<file path="src/rtl/ripple_count_monitor.sv">
`default_nettype none
// ============================================================================
// Module   : ripple_count_monitor
// Brief    : Synchronises and glitch-filters an asynchronous ripple
//            down-counter, tracks its sequence and flags wraps and errors.
// Revision : 1.0 - initial release
// ============================================================================
module ripple_count_monitor #(
    parameter int CNT_W    = 2,
    parameter int WRAP_W   = 8,
    parameter int STABLE_N = 2
) (
    input  logic              clk,
    input  logic              rstn,
    input  logic [CNT_W-1:0]  cnt_in,
    input  logic              en,
    input  logic              err_clr,
    output logic [CNT_W-1:0]  cnt_q,
    output logic              cnt_vld,
    output logic              step_pulse,
    output logic              wrap_pulse,
    output logic [WRAP_W-1:0] wrap_cnt,
    output logic              err_skip,
    output logic              err_up
);

    localparam int                  c_STAB_W   = $clog2(STABLE_N + 1);
    localparam logic [c_STAB_W-1:0] c_STAB_MAX = c_STAB_W'(STABLE_N);
    localparam logic [c_STAB_W-1:0] c_STAB_ONE = c_STAB_W'(1);
    localparam logic [CNT_W-1:0]    c_CNT_ONE  = CNT_W'(1);
    localparam logic [WRAP_W-1:0]   c_WRAP_ONE = WRAP_W'(1);
    localparam logic [0:0]          c_ST_INIT  = 1'b0;
    localparam logic [0:0]          c_ST_TRACK = 1'b1;

    logic [CNT_W-1:0]    r_s1;
    logic [CNT_W-1:0]    r_s2;
    logic                r_s1_vld;
    logic [c_STAB_W-1:0] r_stab;
    logic [0:0]          r_state;

    logic [c_STAB_W-1:0] w_stab_nxt;
    logic                w_accept;
    logic [CNT_W-1:0]    w_dec;
    logic [CNT_W-1:0]    w_inc;
    logic                w_is_step;
    logic                w_is_up;

    // Run length of identical samples entering s2; the reset contents of
    // s1 are not a real sample and never count toward stability.
    always_comb begin
        w_stab_nxt = '0;
        if (r_s1_vld) begin
            if ((r_stab != '0) && (r_s1 == r_s2)) begin
                w_stab_nxt = (r_stab == c_STAB_MAX) ? r_stab : r_stab + c_STAB_ONE;
            end else begin
                w_stab_nxt = c_STAB_ONE;
            end
        end
    end

    assign w_accept  = (w_stab_nxt == c_STAB_MAX);
    assign w_dec     = cnt_q - c_CNT_ONE;
    assign w_inc     = cnt_q + c_CNT_ONE;
    // For a 1-bit counter dec == inc; the step interpretation takes precedence.
    assign w_is_step = (r_s2 == w_dec);
    assign w_is_up   = (r_s2 == w_inc) && !w_is_step;

    always_ff @(posedge clk) begin
        if (!rstn) begin
            r_s1       <= '0;
            r_s2       <= '0;
            r_s1_vld   <= 1'b0;
            r_stab     <= '0;
            r_state    <= c_ST_INIT;
            cnt_q      <= '0;
            cnt_vld    <= 1'b0;
            step_pulse <= 1'b0;
            wrap_pulse <= 1'b0;
            wrap_cnt   <= '0;
            err_skip   <= 1'b0;
            err_up     <= 1'b0;
        end else begin
            r_s1       <= cnt_in;
            r_s2       <= r_s1;
            r_s1_vld   <= 1'b1;
            r_stab     <= w_stab_nxt;
            step_pulse <= 1'b0;
            wrap_pulse <= 1'b0;

            // Cleared first so a same-cycle error detection below wins.
            if (err_clr) begin
                err_skip <= 1'b0;
                err_up   <= 1'b0;
            end

            if (!en) begin
                r_state <= c_ST_INIT;
                cnt_vld <= 1'b0;
            end else if (w_accept) begin
                if (r_state == c_ST_INIT) begin
                    cnt_q   <= r_s2;
                    cnt_vld <= 1'b1;
                    r_state <= c_ST_TRACK;
                end else if (r_s2 != cnt_q) begin
                    cnt_q <= r_s2;
                    if (w_is_step) begin
                        step_pulse <= 1'b1;
                        if (cnt_q == '0) begin
                            wrap_pulse <= 1'b1;
                            wrap_cnt   <= wrap_cnt + c_WRAP_ONE;
                        end
                    end else if (w_is_up) begin
                        err_up <= 1'b1;
                    end else begin
                        err_skip <= 1'b1;
                    end
                end
            end
        end
    end

endmodule
`default_nettype wire
</file>
<file path="config.mk">
export PLATFORM = sky130hd
export DESIGN_NAME = ripple_count_monitor
export DESIGN_NICKNAME = d
export VERILOG_FILES = /design/src/rtl/ripple_count_monitor.sv
export SDC_FILE = /design/constraint.sdc
export NUM_CORES = 1
export LEC_CHECK = 0
export CAP_MARGIN = 10
export CORE_MARGIN = 2
export CORE_UTILIZATION = 44
export DETAILED_ROUTE_END_ITERATION = 16
export PLACE_DENSITY = 0.83
export SYNTH_ARGS = -nofsm -noshare
export SYNTH_HDL_FRONTEND = slang
export SYNTH_SLANG_ARGS = --single-unit
</file>
<file path="constraint.sdc">
create_clock -name clk -period 1.93 [get_ports clk]
set_input_delay 0.579 -clock clk [delete_from_list [all_inputs] [get_ports clk]]
set_output_delay 0.579 -clock clk [all_outputs]
set_load 0.01 [all_outputs]
</file>
# --- Word-level counts from Yosys, hierarchy flattened ---
# Cells that the tools add are included.
# W data, S select, Z words.
totals:
  output_inout_bits: 15
  inputBits: 6
  register_bits: 23
classes:
  mux: 22
  addsub: 4
  bitwise_logic: 1
  eq_ne: 7
  n_reduce_logical: 11
ops:
  columns: ["op", "count"]
  rows:
  - ["$mux W1", 17]
  - ["$reduce_and A6 Y1", 2]
  - ["$mux W2", 5]
  - ["$add A8 B1 Y8 const B", 1]
  - ["$eq A2 B2 Y1", 3]
  - ["$reduce_and A5 Y1", 1]
  - ["$add A2 B1 Y2 const B", 2]
  - ["$eq A2 B2 Y1 const B", 2]
  - ["$reduce_and A2 Y1", 2]
  - ["$reduce_and A3 Y1", 1]
  - ["$logic_and A1 B1 Y1", 2]
  - ["$logic_not A2 Y1", 1]
  - ["$ne A2 B1 Y1 const B", 1]
  - ["$ne A2 B2 Y1", 1]
  - ["$reduce_bool A2 Y1", 1]
  - ["$sub A2 B1 Y2 const B", 1]
  - ["$logic_not A1 Y1", 1]
  - ["$not A1 Y1", 1]

# --- Logic depth before layout (Yosys ltp) ---
# Gate-level depths: netlist of the first run.
depth:
  depth_word: 10
  ltp_mapped: 7
  mapped_depth_nobuf: 6

# --- Least setup slack after synthesis of the first run ---
# Ideal clock, no wire load.
synth_path:
  kind: "reg-to-reg"
  startpoint: "reg cnt_q[0]"
  endpoint: "reg wrap_cnt[7]"
  path_slack_ns: -0.101
  t_arrival_ns: 1.960
  path_stages_with_launch: 8
  period_less_slack_ns: 2.031
  required_time_ns: 1.860
  path_buffers: 1
  path_cell_list: "dfxtp_1 > inv_1 > ha_1 > xnor2_1 > or3_4 > buf_6 > or4_1 > a21oi_1"
synth_via:
  elab_chain_len: 3
  elab_cells_between_ends: 5
  classes_between: "add/sub: 1; eq/ne: 2; reduce/logical: 2"
synth_lines:
  columns: ["item", "line", "source"]
  rows:
  - ["start: declaration", "18", "output logic [CNT_W-1:0] cnt_q,"]
  - ["start signal: assignment", "101", "cnt_q <= r_s2;"]
  - ["start signal: assignment", "105", "cnt_q <= r_s2;"]
  - ["$sub A2 B1 Y2", "62", "assign w_dec = cnt_q - c_CNT_ONE;"]
  - ["$eq A2 B2 Y1", "65", "assign w_is_step = (r_s2 == w_dec);"]
  - ["$reduce_and A6 Y1 (no source line) *", null, null]
  - ["end signal: assignment", "110", "wrap_cnt <= wrap_cnt + c_WRAP_ONE;"]
  - ["end: declaration", "22", "output logic [WRAP_W-1:0] wrap_cnt,"]
# Every way passes the cells marked *; elsewhere a longest branch is shown, timed or not.
# A chain may end at the register's enable or synchronous reset.

# --- Final worst setup path of the first run ---
layout_path:
  startpoint: "reg wrap_cnt[3]"
  endpoint: "out wrap_cnt[3]"
# No word-level cell between the ends.

==> metrics.yaml, run 1 <==
status:
  status: "completed"
synthesis:
  synth_fp_nets: 117
  synth_edf_count: 0
  synth_compound_area_share_pct: 12.8
  synth_top_cell_area_share_pct: 45.4
  yosysSeqAreaShare_pct: 45.4
  synth-simple-area-share_pct: 25.5
  netlist_instances: 108
  yosysTopAreaCell: "dfxtp_1"
  synthAdderAreaFrac_pct: 3.70
  synth_flop_cell: "dfxtp_1"
  yosys-mux-area-fraction_pct: 1.97
  synth_top_family_by_area: "simple AND/OR/NAND/NOR gates"
  ys_warn_count: 0
  netlist_top_cells_area: "dfxtp_1 45%, a21oi_1 4.9%, o31ai_1 4.4%"
  ys_seq_elements: 23
  async_flop_share_pct: 0
  synth_area_um2: 1010
  synth_xor_area_share_pct: 4.32
  synth_cell_types: 27
  synth_area_per_cell_um2: 9.40
sta:
  finalClockSkew_ns: 0.00752
  slew_violations: 0
  maxSlewHeadroom_pct: 72.3
  fmax_ghz: 0.523
  rsz0062_at_grt: "true"
  worst_pin_slew_ns: 0.415
  hold_viol: 0
  final-setup-viol-count: 0
  fin_crit_sh_pct: 99.1
  post-route-min-period_ns: 1.91
pwr:
  powerDensity_nw_per_um2: 546
  p_leak_uw: 0.000530
  power_uw: 766
  irDropWorstVdd_v: 0.000541
detailed_routing:
  drt_iter0_markers: 13
  vias_per_cell: 5.46
  wl_per_cell_um: 13.4
  drc: 0
  num_vias: 906
  finalWirelength_um: 2220
  first_pass_iters: 4
  ant_nets: 0
hold_path:
  worst_hold_path_type: "flip-flop to flip-flop"
  holdPathEnd: "err_up"
  hold_path_depth: 2
  hold_start: "err_up"
place:
  placed_cell_area_um2: 1310
  routabilityCongestion: 0.841
  port_buffers: 20
  dp_hpwl_um: 1560
setup_path:
  cp-end-kind: "primary output"
  path_buf_inv: 1
  critical_path_class: "flip-flop to primary output"
  reg2reg_from: "r_stab[1]"
  cpPeakStageDelay_ns: 0.58
  worstPathCellList: "clkdlybuf4s50_1"
  crit_family: "buffers and inverters"
  worst_ep_arrival_time_ns: 1.33
  worst_setup_path_start_kind: "flip-flop"
  required_ns: 1.35
  rr_endpoint: "wrap_cnt[3]"
  cp_slowest_cell: "clkdlybuf4s50_1"
  rr_worst_depth: 6
  worst-r2r-setup-slack_ns: 0.05
  cp_max_fo: 5
clocking:
  clockBufferDepth: 2
  clock_sinks: 23
  htree_levels: 1
  cts_tree: "yes"
  worstSkewPairLatency_ns: 0.32
  clkTransAtPathRegs_ns: 0.13
  cts_buffers: 3
  root_buffer: "clkbuf_4"
layout:
  drive_gt1_share_pct: 25.4
  num-nets-final: 148
  fillers: 188
  antenna_cells: 0
  syn_to_final_growth_pct: 38.3
  post-route-cell-area_um2: 1400
grt:
  grt_pass1_vias: 895
  grt_max_degree: 14
  grt_overflow: 0
  track_usage_pct: 17.9
  antenna_found_initial: 0
  grt_pass1_wl_um: 3660
job:
  drv_cap: 0
die:
  rows: 17
  die_h_um: 52.0
  dieArea_um2: 2710
  dieWidth_um: 52.0
  start_util_pct: 46.3
  io_pins: 21
  core_um2: 2190
worst min-delay path, stage by stage (launching register included):
cell and delay [ns]:
dfxtp_1 0.33, nand2b_1 0.06, a21oi_1 0.05
worst max-delay path by stage:
stage / startpoint / endpoint / slack [ns] / depth (start not counted)
2_1_floorplan: r_stab[0] / wrap_cnt[7] / 0.008 / 7
3_3_place_gp: en / wrap_cnt[5] / -0.36 / 5
3_5_place_dp: en / wrap_cnt[5] / -0.41 / 5
4_1_cts: en / wrap_cnt[7] / 0.01 / 5
5_1_grt: r_stab[0] / wrap_cnt[3] / -0.02 / 6
6_report: wrap_cnt[3] / wrap_cnt[3] / 0.02 / 1
per-layer routing:
layer  GRT usage [%]  vias up  wire [um]
met1            21.1      426        948
met4            7.46        0         25
met3            3.74        3         90
li1                -      448          -
met2            31.2       29       1160
met5               0        -          0
kinds of logic after synthesis:
| group | Yosys count |
|---|---|
| AO/OA/AOI/OAI | 20 |
| XOR/XNOR | 5 |
| adder cells (fa/ha/maj) | 3 |
| buffers and inverters | 13 |
| flip-flops | 23 |
| multiplexers | 2 |
| AND/OR/NAND/NOR | 42 |
power breakdown:
group          switching (uW)  internal [uW]  total [uW]
Sequential               5.32            479         484
Clock                     144           77.6         222
Combinational            31.7           28.4        60.2
cells in the mapped netlist (2+ instances only):
library cell  number
xor2_1             3
or3_4              2
o41ai_1            3
dfxtp_1           23
nand4_1            4
and3_1             3
mux2i_1            2
a21oi_1           10
nand3_1            5
or4_1              3
inv_1              9
clkbuf_1           2
o31ai_1            6
ha_1               3
nor3_1             3
xnor2_1            2
nand3b_1           2
and2_1             5
buf_6              2
nor2_1             2
nand2_1            8
layout make-up:
cell class / instances / area, um^2 / share of cell area, %
multi-input combinational: 72 / 553 / 39.4
sequential: 23 / 474 / 33.8
timing repair buffer: 30 / 280 / 20.0
tap: 28 / 35.0 / 2.50
inverter: 9 / 33.8 / 2.41
clock buffer: 3 / 22.5 / 1.60
clock inverter: 1 / 5.00 / 0.357
layout by cell type (no fill, tap or decap), types with 2 or more instances in the layout:
master           netlist  routed
o31ai_1                6       6
buf_4                  0      10
nand3b_1               2       2
ha_4                   0       2
dfxtp_2                0       5
mux2i_1                2       2
clkbuf_4               0       3
dfxtp_1               23      16
or4_1                  3       2
and2_1                 5       5
clkdlybuf4s50_1        0      18
or3_4                  2       2
o41ai_2                0       2
nor2_1                 2       2
inv_2                  0       2
dfxtp_4                0       2
nand3_1                5       5
a21oi_2                0       2
a21oi_1               10       8
nor3_1                 3       3
nand2_1                8       8
inv_1                  9       7
nand4_1                4       4
xor2_1                 3       3
and3_1                 3       3
dlymetal6s2s_1         0       2
per-stage QoR:
stage	utilization [%]	TNS, ns	setup slack (ns)	cells	hold slack (ns)
global route	64.1	-0.0151	-0.0151	166	0.505
global placement	59.7	-2.29	-0.358	160	0.465
detailed placement	59.7	-2.67	-0.414	160	0.463
CTS	61.6	0	0.0101	166	0.487
floorplan	-	0	0.00763	108	0.441
finish	64.1	0	0.0179	166	0.481
state kept, by name, indices dropped and copies added (netlist names):
register and flops:
cnt_q 2, cnt_vld 1, err_skip 1, err_up 1
r_s1 2, r_s1_vld 1, r_s2 2, r_stab 2
r_state 1, step_pulse 1, wrap_cnt 8, wrap_pulse 1
what timing repair did:
action,in CTS,in global routing
endpoints found under the setup margin,5,7
setup buffers,2,0
hold buffers,0,0
resized for setup,0,16
pin swaps,3,6
No activity file was read; power rests on OpenSTA's default activity.
==> inputs of run 2 (changes only) <==
--- a/config.mk
+++ b/config.mk
@@ -5,10 +5,10 @@
 export SDC_FILE = /design/constraint.sdc
 export NUM_CORES = 1
 export LEC_CHECK = 0
-export CAP_MARGIN = 10
 export CORE_MARGIN = 2
 export CORE_UTILIZATION = 44
 export DETAILED_ROUTE_END_ITERATION = 16
+export MAX_ROUTING_LAYER = met4
 export PLACE_DENSITY = 0.83
 export SYNTH_ARGS = -nofsm -noshare
 export SYNTH_HDL_FRONTEND = slang
==> run 2 against run 1 <==
- die area unchanged
- utilization unchanged
- combinational power about the same
- global-route usage up 0.47 points
- sequential power about the same
- register-to-register slack about the same
- maximum frequency about the same
- highest routed layer unchanged
==> metrics.yaml, run 2 (synthesized netlist as in run 1, its figures left out) <==
layout:
  syn_to_final_growth_pct: 38.3  # unchanged
  antenna_cells: 0  # unchanged
  drive_gt1_share_pct: 25.4  # unchanged
  num-nets-final: 148  # unchanged
  fillers: 188  # unchanged
  final_cell_mix: "18 x clkdlybuf4s50_1, 16 x dfxtp_1, 10 x buf_4, 8 x nand2_1, 8 x a21oi_1"  # unchanged
  largest_register: "wrap_cnt"  # unchanged
  layout_commonest_cell: "clkdlybuf4s50_1"  # unchanged
  largest_register_ffs: 8  # unchanged
  fin_cells: 166  # unchanged
detailed_routing:
  vias_per_cell: 5.46  # unchanged
  num_vias: 906  # unchanged
  ant_nets: 0  # unchanged
  drt_iter0_markers: 13  # unchanged
  drc: 0  # unchanged
  first_pass_iters: 4  # unchanged
  finalWirelength_um: 2210  # was 2220 um
  wl_per_cell_um: 13.3  # was 13.4 um
setup_path:
  crit_family: "buffers and inverters"  # unchanged
  cpPeakStageDelay_ns: 0.58  # about the same
  required_ns: 1.35  # about the same
  worstPathCellList: "clkdlybuf4s50_1"  # unchanged
  cp_slowest_cell: "clkdlybuf4s50_1"  # unchanged
  cp_max_fo: 5  # unchanged
  worst_setup_path_start_kind: "flip-flop"  # unchanged
  critical_path_class: "flip-flop to primary output"  # unchanged
  worst_ep_arrival_time_ns: 1.33  # about the same
  cp-end-kind: "primary output"  # unchanged
  path_buf_inv: 1  # unchanged
clocking:
  htree_levels: 1  # unchanged
  cts_buffers: 3  # unchanged
  root_buffer: "clkbuf_4"  # unchanged
  clockBufferDepth: 2  # unchanged
  clkTransAtPathRegs_ns: 0.13  # about the same
  cts_tree: "yes"  # unchanged
  clock_sinks: 23  # unchanged
  worstSkewPairLatency_ns: 0.31  # was 0.32 ns
die:
  die_h_um: 52.0  # unchanged
  io_pins: 21  # unchanged
  dieArea_um2: 2710  # unchanged
  core_um2: 2190  # unchanged
  rows: 17  # unchanged
  start_util_pct: 46.3  # unchanged
  dieWidth_um: 52.0  # unchanged
status:
  status: "completed"  # unchanged
sta:
  post-route-min-period_ns: 1.91  # about the same
  slew_violations: 0  # unchanged
  finalClockSkew_ns: 0.00696  # was 0.00752 ns
  final-setup-viol-count: 0  # unchanged
  hold_ws_ns: 0.481  # about the same
  fin_setup_tns_ns: 0  # unchanged
  maxSlewHeadroom_pct: 73.6  # was 72.3%
  hold_viol: 0  # unchanged
  worst_pin_slew_ns: 0.395  # was 0.415 ns
  rsz0062_at_grt: "true"  # unchanged
  fmax_ghz: 0.523  # about the same
  fin_crit_sh_pct: 99.1  # about the same
hold_path:
  worst_hold_path_type: "flip-flop to flip-flop"  # unchanged
pwr:
  power_uw: 765  # was 766 uW
  p_leak_uw: 0.000530  # unchanged
  irDropWorstVdd_v: 0.000539  # was 0.000541 V
  powerDensity_nw_per_um2: 545  # was 546 nW/um^2
place:
  port_buffers: 20  # unchanged
  place_inst: 160  # unchanged
  routabilityCongestion: 0.854  # was 0.841
  dp_hpwl_um: 1560  # unchanged
job:
  drv_cap: 0  # unchanged
grt:
  antenna_found_initial: 0  # unchanged
  grt_overflow: 0  # unchanged
  grt_pass1_vias: 894  # was 895
  grt_max_degree: 14  # unchanged
  track_usage_pct: 18.4  # was 17.9%
  grt_pass1_wl_um: 3660  # unchanged
[run 2: metal layers]
| layer | share of wire, % | global-route usage [%] |
|---|---|---|
| met5 | 0 | - |
| met2 | 52 | 31.2 |
| met3 | 4.2 | 3.74 |
| met4 | 1.1 | 7.46 |
| met1 | 43 | 21.1 |
[run 2: layout make-up]
class / count / area (um^2) / area share [%]
multi-input combinational: 72 / 553 / 39.4
sequential: 23 / 474 / 33.8
timing repair buffer: 30 / 280 / 20.0
tap: 28 / 35.0 / 2.50
inverter: 9 / 33.8 / 2.41
clock buffer: 3 / 22.5 / 1.60
clock inverter: 1 / 5.00 / 0.357
[run 2: timing repair]
action | 4_1_cts | 5_1_grt
hold buffers | 0 | 0
endpoints found under the hold margin | 0 | 0
buffers inserted | 2 | 0
endpoints found under the setup margin | 5 | 7
pin swaps | 3 | 6
gates resized for setup | 0 | 16
[run 2: stage by stage]
step	utilization [%]	worst slack, ns	area (um^2)
finish	64.1	0.0172	1400
global route	64.1	-0.0151	1400
CTS	61.6	0.0101	1350
detailed placement	59.7	-0.414	1310
global placement	59.7	-0.358	1310
floorplan	-	0.00763	1040
[run 2: worst paths after layout]
| path | startpoint | to | slack [ns] | cells past startpoint |
|---|---|---|---|---|
| worst max-delay path | wrap_cnt[3] | wrap_cnt[3] | 0.02 | 1 |
| worst min-delay path | err_up | err_up | 0.48 | 2 |
| worst max register to register | r_stab[0] | wrap_cnt[3] | 0.05 | 6 |
| worst min register to register | err_up | err_up | 0.48 | 2 |
[run 2: where the power goes]
part | internal, uW | switching, uW | leakage, uW | total (uW)
Clock | 77.5 | 144 | 0.0000177 | 221
Sequential | 479 | 5.35 | 0.000191 | 484
Combinational | 28.4 | 31.5 | 0.000321 | 59.9
[run 2: tightest hold or removal path, delay by kind of cell, from the launching register on]
family          cells  cell delay (ns)
compound gates      1             0.05
flops               1             0.33
simple gates        1             0.06
